===== config.mk =====
export PLATFORM = sky130hd
export DESIGN_NAME = poly_voice_engine
export DESIGN_NICKNAME = d
export VERILOG_FILES = /design/src/rtl/synth_pkg.sv /design/src/rtl/phase_shaper.sv /design/src/rtl/poly_voice_engine.sv
export SDC_FILE = /design/constraint.sdc
export NUM_CORES = 1
export LEC_CHECK = 0
export BUFFER_PORTS_ARGS = -buffer_cell sky130_fd_sc_hd__buf_2
export CAP_MARGIN = 15
export CORE_AREA = 2 2 127 160
export DETAILED_ROUTE_END_ITERATION = 7
export DIE_AREA = 0 0 129 162
export PLACE_DENSITY_LB_ADDON = 0.1
export REMOVE_ABC_BUFFERS = 1
export SETUP_SLACK_MARGIN = 0.05
export SLEW_MARGIN = 20
export SYNTH_ARGS = -nofsm -noshare
export SYNTH_HDL_FRONTEND = slang
export SYNTH_SLANG_ARGS = --single-unit

===== constraint.sdc =====
create_clock -name clk -period 4 [get_ports clk]
set_clock_uncertainty 0.1 [all_clocks]
set_input_delay 0.2 -clock clk [delete_from_list [all_inputs] [get_ports clk]]
set_output_delay 0.2 -clock clk [all_outputs]
set_load 0.02 [all_outputs]

===== src/rtl/synth_pkg.sv =====
// Shared types and constants for the polyphonic voice engine.
package synth_pkg;

  typedef enum logic [1:0] {
    SQUARE  = 2'b00,
    SAW     = 2'b01,
    TRI     = 2'b10,
    PULSE25 = 2'b11
  } wave_mode_t;

  typedef enum logic [1:0] {
    IDLE   = 2'b00,
    ACCUM  = 2'b01,
    OUTPUT = 2'b10
  } eng_state_t;

  localparam logic [7:0] SAMPLE_MAX = 8'hFF;

endpackage


===== src/rtl/phase_shaper.sv =====
// Combinational wave shaper: maps the top 9 phase bits to an 8-bit level.
module phase_shaper
  import synth_pkg::*;
#(
  parameter int PHASE_W = 16
) (
  input  logic [PHASE_W-1:0] phase_i,
  input  wave_mode_t         mode_i,
  output logic [7:0]         shape_o
);

  logic       half;
  logic [7:0] mid;

  assign half = phase_i[PHASE_W-1];
  assign mid  = phase_i[PHASE_W-2 -: 8];

  always_comb begin
    shape_o = '0;
    case (mode_i)
      SQUARE:  shape_o = half ? SAMPLE_MAX : 8'h00;
      SAW:     shape_o = phase_i[PHASE_W-1 -: 8];
      TRI:     shape_o = half ? ~mid : mid;
      PULSE25: shape_o = (phase_i[PHASE_W-1 -: 2] == 2'b00) ? SAMPLE_MAX : 8'h00;
      default: shape_o = '0;
    endcase
  end

endmodule


===== src/rtl/poly_voice_engine.sv =====
// NUM_VOICES phase-accumulator voices scanned one per cycle through a shared
// shaper and averaged into one sample per prescaler tick.
module poly_voice_engine
  import synth_pkg::*;
#(
  parameter int NUM_VOICES = 4,
  parameter int PHASE_W    = 16,
  parameter int SAMPLE_W   = 8,
  parameter int SAMPLE_DIV = 256
) (
  input  logic                          clk,
  input  logic                          nrst,
  input  logic                          cfg_we_i,
  input  logic [$clog2(NUM_VOICES):0]   cfg_idx_i,
  input  logic [PHASE_W-1:0]            cfg_inc_i,
  input  logic                          cfg_en_i,
  input  logic [1:0]                    mode_i,
  output logic [SAMPLE_W-1:0]           sample_o,
  output logic                          sample_valid_o,
  output logic                          busy_o,
  output eng_state_t                    dbg_state_o
);

  localparam int VIDX_W = $clog2(NUM_VOICES);
  localparam int ACC_W  = SAMPLE_W + VIDX_W;
  localparam int CNT_W  = $clog2(SAMPLE_DIV);

  logic [CNT_W-1:0]    cnt_q, cnt_d;
  eng_state_t          state_q, state_d;
  logic [VIDX_W-1:0]   idx_q, idx_d;
  logic [ACC_W-1:0]    acc_q, acc_d;
  wave_mode_t          mode_q, mode_d;
  logic [PHASE_W-1:0]  phase_q [NUM_VOICES];
  logic [PHASE_W-1:0]  phase_d [NUM_VOICES];
  logic [PHASE_W-1:0]  inc_q   [NUM_VOICES];
  logic [PHASE_W-1:0]  inc_d   [NUM_VOICES];
  logic [NUM_VOICES-1:0] en_q, en_d;
  logic [SAMPLE_W-1:0] sample_q, sample_d;
  logic                valid_q, valid_d;

  logic                tick;
  logic                cfg_hit;
  logic [VIDX_W-1:0]   cfg_v;
  logic [7:0]          shape;

  assign tick    = (cnt_q == CNT_W'(SAMPLE_DIV - 1));
  assign cfg_hit = cfg_we_i && (cfg_idx_i < (VIDX_W + 1)'(NUM_VOICES));
  assign cfg_v   = cfg_idx_i[VIDX_W-1:0];

  phase_shaper #(.PHASE_W(PHASE_W)) u_shaper (
    .phase_i (phase_q[idx_q]),
    .mode_i  (mode_q),
    .shape_o (shape)
  );

  always_comb begin
    cnt_d    = tick ? '0 : cnt_q + 1'b1;
    state_d  = state_q;
    idx_d    = idx_q;
    acc_d    = acc_q;
    mode_d   = mode_q;
    phase_d  = phase_q;
    inc_d    = inc_q;
    en_d     = en_q;
    sample_d = sample_q;
    valid_d  = (state_q == OUTPUT);

    case (state_q)
      IDLE: begin
        if (tick) begin
          state_d = ACCUM;
          idx_d   = '0;
          acc_d   = '0;
          mode_d  = wave_mode_t'(mode_i);
        end
      end
      ACCUM: begin
        // The voice contributes its pre-advance phase; disabled voices park at 0.
        if (en_q[idx_q]) begin
          acc_d          = acc_q + ACC_W'(shape);
          phase_d[idx_q] = phase_q[idx_q] + inc_q[idx_q];
        end else begin
          phase_d[idx_q] = '0;
        end
        if (idx_q == VIDX_W'(NUM_VOICES - 1)) begin
          state_d = OUTPUT;
        end else begin
          idx_d = idx_q + 1'b1;
        end
      end
      OUTPUT: begin
        sample_d = SAMPLE_W'(acc_q >> VIDX_W);
        state_d  = IDLE;
      end
      default: state_d = IDLE;
    endcase

    // Config strobe overrides the scan's register update for the same voice.
    if (cfg_hit) begin
      inc_d[cfg_v] = cfg_inc_i;
      en_d[cfg_v]  = cfg_en_i;
      if (!cfg_en_i) begin
        phase_d[cfg_v] = '0;
      end
    end
  end

  always_ff @(posedge clk or negedge nrst) begin
    if (!nrst) begin
      cnt_q    <= '0;
      state_q  <= IDLE;
      idx_q    <= '0;
      acc_q    <= '0;
      mode_q   <= SQUARE;
      phase_q  <= '{default: '0};
      inc_q    <= '{default: '0};
      en_q     <= '0;
      sample_q <= '0;
      valid_q  <= 1'b0;
    end else begin
      cnt_q    <= cnt_d;
      state_q  <= state_d;
      idx_q    <= idx_d;
      acc_q    <= acc_d;
      mode_q   <= mode_d;
      phase_q  <= phase_d;
      inc_q    <= inc_d;
      en_q     <= en_d;
      sample_q <= sample_d;
      valid_q  <= valid_d;
    end
  end

  assign sample_o       = sample_q;
  assign sample_valid_o = valid_q;
  assign busy_o         = (state_q != IDLE);
  assign dbg_state_o    = state_q;

endmodule


== Word-level counts from Yosys, hierarchy flattened ==
Cells that the tools add are included.
Word-level totals
  register bits after elaboration: 165
  output and inout bits: 12
  logic and storage cells: 94
Operators by class
  add/sub/neg operators: 4
  magnitude comparators: 8
  equal/unequal tests: 11
  mux-type cells: 35
  bitwise gates (word level): 7
  reduce and logical (&&, ||, !) cells: 13
Operators with widths (count)
  $mux 64: 4
  $and 64x64->64: 2
  $bwmux 64: 2
  $not 64->64: 2
  $mux 16: 6
  $bmux 16 s2: 2
  $demux 16 s2: 2
  $mux 8: 4
  $pmux 8 s4: 1
  $mux 10: 2
  $pmux 10 s2: 1
  $add 16x16->16: 1
  $add 10x8->10: 1
  $add 8x1->8 const B: 1
  $eq 2x2->1 const B: 4
  $eq 8x8->1 const B: 1
  $mux 2: 4
  $ne 2x2->1 const B: 4
  $not 8->8: 1
  $pmux 2 s2: 2
  $ge 3x3->1 const B: 2
  $logic_not 2->1: 3
  $lt 2x3->1 const B: 2
  $lt 3x1->1 const B: 2
  13 further kinds: 22

== Longest topological paths before layout ==
  depth after elaboration: 12
  depth in mapped cells: 17
  depth with buffers taken out: 15

== Cells and area by module ==
Synthesis repeated with hierarchy kept, for this count alone.
Second synthesis, totals
  cells, all modules: 731
  area, all modules: 8718.4 µm²
By module, submodules not included
  poly_voice_engine: instances 1, cells an instance 691, area an instance 8368.0 µm²
  phase_shaper: instances 1, cells an instance 40, area an instance 350.3 µm²

== Least setup slack after synthesis ==
OpenSTA, ideal clock, no wires.
  path type: reg-to-reg
  start: reg idx_q[1]
  end: reg acc_q[6]
  data arrival time: 3443 ps
  data required time: 3817 ps
  path slack: 374 ps
  stages on the path, launching flop included: 17
  clock period less this slack: 3626 ps
  path through: dfrtp_1 > buf_2 > buf_1 > mux4_2 > inv_1 > ha_1 > nor2b_1 > a21oi_1 > a21oi_1 > nor2_1 > ha_1 > fa_1 > a211oi_1 > nor2_1 > o31ai_1 > a21bo_2 > o21ai_0
Between the ends
  cells in the longest elaborated chain, start to end: 10
  elaborated cells on any way between the ends: 17
RTL lines
  start, declared: RTL line poly_voice_engine.sv:30  | logic [VIDX_W-1:0] idx_q, idx_d;
  start signal, assigned: RTL line poly_voice_engine.sv:123  | idx_q <= idx_d;
  $not 2->3 (implied by the code): RTL line poly_voice_engine.sv:51  | .phase_i (phase_q[idx_q]),
  $bmux 16 s2: RTL line poly_voice_engine.sv:51
  $mux 16 (implied by the code) (2 in series): RTL line poly_voice_engine.sv:51
  $logic_not 2->1 / $not 8->8 (equally long branches): RTL line phase_shaper.sv:24, phase_shaper.sv:23
  $mux 8 (on tied branches): RTL line phase_shaper.sv:24, phase_shaper.sv:23
  $pmux 8 s4: RTL line phase_shaper.sv:20  | case (mode_i)
  $add 10x8->10: RTL line poly_voice_engine.sv:80  | acc_d = acc_q + ACC_W'(shape);
  $mux 10: RTL line poly_voice_engine.sv:79  | if (en_q[idx_q]) begin
  $pmux 10 s2: RTL line poly_voice_engine.sv:68  | case (state_q)
  end signal, assigned: RTL line poly_voice_engine.sv:113  | acc_q <= '0;
  end signal, assigned: RTL line poly_voice_engine.sv:124  | acc_q <= acc_d;
  end, declared: RTL line poly_voice_engine.sv:31  | logic [ACC_W-1:0] acc_q, acc_d;
Several ways; a longest one is shown, not always the timed one. The select of a mux whose other input is x is not followed.
A chain may end at the register's enable or synchronous reset.

==> summary.md <==
| Metric | Value |
|---|---|
| NumNets Final | 844 |
| Pint | 3.370 mW |
| TritonCTS Buffers | 17 |
| Setup crit end kind | flip-flop |
| Cells after Synth | between 700 and 800 |
| Post-DP HPWL | between 10 and 15 mm |
| Via count | about 6000 |
| FP Rows | between 50 and 60 |
| Share of the synthesized area in the top cell type | 0.4803 |
| Most frequent cells in the layout | 164 x dfrtp_1, 82 x nand2_1, 78 x mux2_2, 68 x nor2_1, 60 x a21oi_1 |
| Layout Cells excl Fill | 1066 |
| Yosys reg bits | 165 |
| Max H-tree Level | 4 |
| Switching Power | between 1 and 1.5 mW |
| Cell area after synthesis | roughly 8600 sq um |
| Port bufs | 36 |
| CP Data Required Time | 4220 ps |
| Fraction of layout cells with a size suffix above 1 | 0.2784 |
| Worst hold path class | input port to flip-flop |
| Cell area after layout | 9864 sq um |
| Switching share of power | 0.2593 |
| Flop pwr share | 0.432 |
| Clock sink total | around 170 |
| CP Class | flip-flop to flip-flop |
| Synth Warn # | 0 |
| Number of global-route vias before repair | approximately 6200 |
| Buf+Inv Stages, Crit Path | 1 |
| Maximum VDD drop | 0.3027 mV |
| Core box area | between 15000 and 20000 sq um |
| Syn avg cell area | 11.68 sq um |
| Initial antenna violation count | 0 |
| Dominant cell type by area after synthesis | dfrtp_1 |
| Worst-margin pin slew | 1066 ps |
| Worst path most repeated cell | a211oi_2 |
| 1st-pass router iterations | 5 |
| Fin Setup TNS | 0 ps |
| Final WS setup | 343.1 ps |
| Slowest-stage cell, CP | mux4_2 |
| # fillers | around 1700 |
| Gr ovfl total | 0 |
| Skew-Pair Late Insertion Delay | approximately 440 ps |
| Final hold violations | 0 |
| PD cells | roughly 460 nW/um^2 |
| Startpoint Class | flip-flop |
| Crit path DAT | a little under 4000 ps |
| Outcome | complete, no violations |
| FFs w/ async S/R, synth | 1.000 |
| Slew Limit Headroom | 0.2883 |
| CTS tree | done |
| Area growth, synth to finish | 14.76% |
| Crit-path cells | buf_4, mux4_2, ha_1, fa_1, a211oi_2, o21ai_1, o2111a_2, o311ai_2, a211oi_2, a22o_1 |
| # diodes | 0 |
| Gr usage total | 0.2067 |
| Largest net degree at the start of global routing | 86 |
| GPL Wtd Cong | around 0.83 |
| Routed WL | between 20 and 25 mm |
| Tot Pwr | about 4.6 mW |
| Wire per inst | around 19 um |
| Combinational Power Share | 0.161 |
| Vias per Instance | ~5.6 |
| Number of enable flip-flop cells after synthesis | 0 |
| Violation count after the first detailed-route iteration | 236 |
| DIE AREA | 20900 sq um |
| Synth top area cells | dfrtp_1 48%, mux2_2 10%, mux4_2 8.6% |
| CP delay by family, top | compound AO/OA/AOI/OAI gates |
| # IOs | 37 |
| Crit path largest cell delay | 560 ps |
| Clock slew at reported path FFs | around 60 ps |
| Period minus WS final | roughly 3700 ps |
| DP Worst Slack | roughly 320 ps |
| First-pass GRT wire length | between 30 and 40 mm |
| Fin crit share | 0.9142 |
| CTS Buffer Depth | 2 |
| Dpl cells | between 1000 and 1500 |
| Clock root buffer | clkbuf_16 |
| Crit Path Max Fanout | 17 |
| Clock power frac | 0.407 |
| # DRC | 0 |
| Cell area after placement | 9009 sq um |
| RSZ-0062 raised after global routing | no |
| Die Y | 162 um |
| Setup-failing EPs final | 0 |
| Max Slew Vio Count | 0 |
| Register area share after synthesis | 0.4803 |
| Starting Density | 0.4447 |
| Most common cell after layout, fill and taps aside | dfrtp_1 |
| Synth unique cells | 62 |
| Detail Route Antenna Nets | 0 |
| Die Wd | about 130 um |
| Top FF cell, synth | dfrtp_1 |
| Fmax | ~270 MHz |
| Leak Pwr | around 4.3 nW |
| Maxcap violations | 0 |
## what timing repair did
action | in CTS | in global routing
hold buffers | 19 | 0
setup endpoints to repair | 0 | 3
hold endpoints to repair | 149 | 0
buffers inserted | 0 | 0
resized for setup | 0 | 1
## routing by layer
layer | GRT usage | share of wire
met5 | 0 | 0
met4 | 0.06917 | 0.018
met3 | 0.03426 | 0.040
met2 | 0.3473 | 0.50
met1 | 0.2723 | 0.44
## synthesized netlist by cell type, types with 3 or more instances
cell and count:
ha_1 29, a22oi_1 4, inv_1 8, dfrtp_1 165, and2_1 8, buf_6 4
nor3b_1 3, buf_2 15, a22o_1 25, nand2_1 82, nor3_2 3, buf_4 4
o31ai_1 4, o21ai_0 28, nor2b_1 6, a22o_2 3, mux2_2 78, a31oi_1 4
a211oi_1 6, nor2_1 68, a21oi_1 60, a21o_1 5, nand2b_1 4, and2_0 3
nor2_2 5, or2_2 3, clkbuf_1 8, mux4_2 33, o21a_1 3, xnor2_1 14
nand3_1 6, xor2_1 7
## worst reg2reg max path, delay by kind of cell (launching register included)
kind	cells	cell delay, ps
DFF	1	460
AOI/OAI and AO/OA	6	1320
buffers and inverters	1	370
muxes	1	570
adders and majority gates	2	710
## logic make-up (layout without fill, tap and decap cells)
logic type               Yosys count  count (layout)  synth area share
AND/OR/NAND/NOR                  203             203            0.1092
flip-flops                       165             165            0.4803
AO/OA/AOI/OAI                    163             163            0.1269
multiplexers                     112             112            0.1898
buffers and inverters             41             106           0.02547
adder cells (fa/ha/maj)           31              31           0.04687
XOR/XNOR                          21              21           0.02140
## flip-flops by register name, summed over array words and instances (netlist names)
signal / cells
idx_q: 2
cnt_q: 8
sample_valid_o: 1
dbg_state_o: 2
sample_o: 8
mode_q: 2
phase_q: 64
inc_q: 64
acc_q: 10
en_q: 4
## worst paths after layout
| path | from | slack, ps | cells after the start | to |
|---|---|---|---|---|
| setup / recovery | idx_q[0]$_DFFE_PN0P_ | 340 | 10 | phase_q[46]$_DFF_PN0_ |
| hold / removal | cfg_en_i | 60 | 2 | en_q[0]$_DFFE_PN0P_ |
| setup reg to reg | idx_q[0]$_DFFE_PN0P_ | 340 | 10 | phase_q[46]$_DFF_PN0_ |
| hold reg to reg | cnt_q[6]$_DFF_PN0_ | 370 | 1 | cnt_q[6]$_DFF_PN0_ |
| max in group asynchronous | nrst | 2450 | 3 | inc_q[57]$_DFFE_PN0P_ |
| min in group asynchronous | nrst | 280 | 2 | sample_o[1]$_DFFE_PN0P_ |
## power groups by stage
stage	Clock (mW)	Sequential, mW	Combinational, mW
CTS	1.89	1.97	0.740
global placement	0	1.98	0.699
finish	1.85	1.97	0.734
floorplan	0	1.96	0.533
detailed placement	0	2.00	0.722
global route	1.96	1.99	0.816
## area by class of cell
class	instances	area, sq um	area share
Multi-Input combinational cell	530	4250	0.4309
Timing Repair Buffer	66	459.2	0.04655
Clock inverter	13	220.2	0.02232
Inverter	8	30.03	0.003044
Tap cell	265	331.6	0.03361
Clock buffer	19	442.9	0.04490
Sequential cell	165	4130	0.4187
## through the flow
step                hold WS [ps]  utilization
CTS                        33.68       0.5103
detailed placement         217.0       0.4661
finish                     60.91       0.5104
floorplan                 -195.6            -
global placement           204.8       0.4661
global route               46.70       0.5104
No activity file was read; power rests on OpenSTA's default activity.
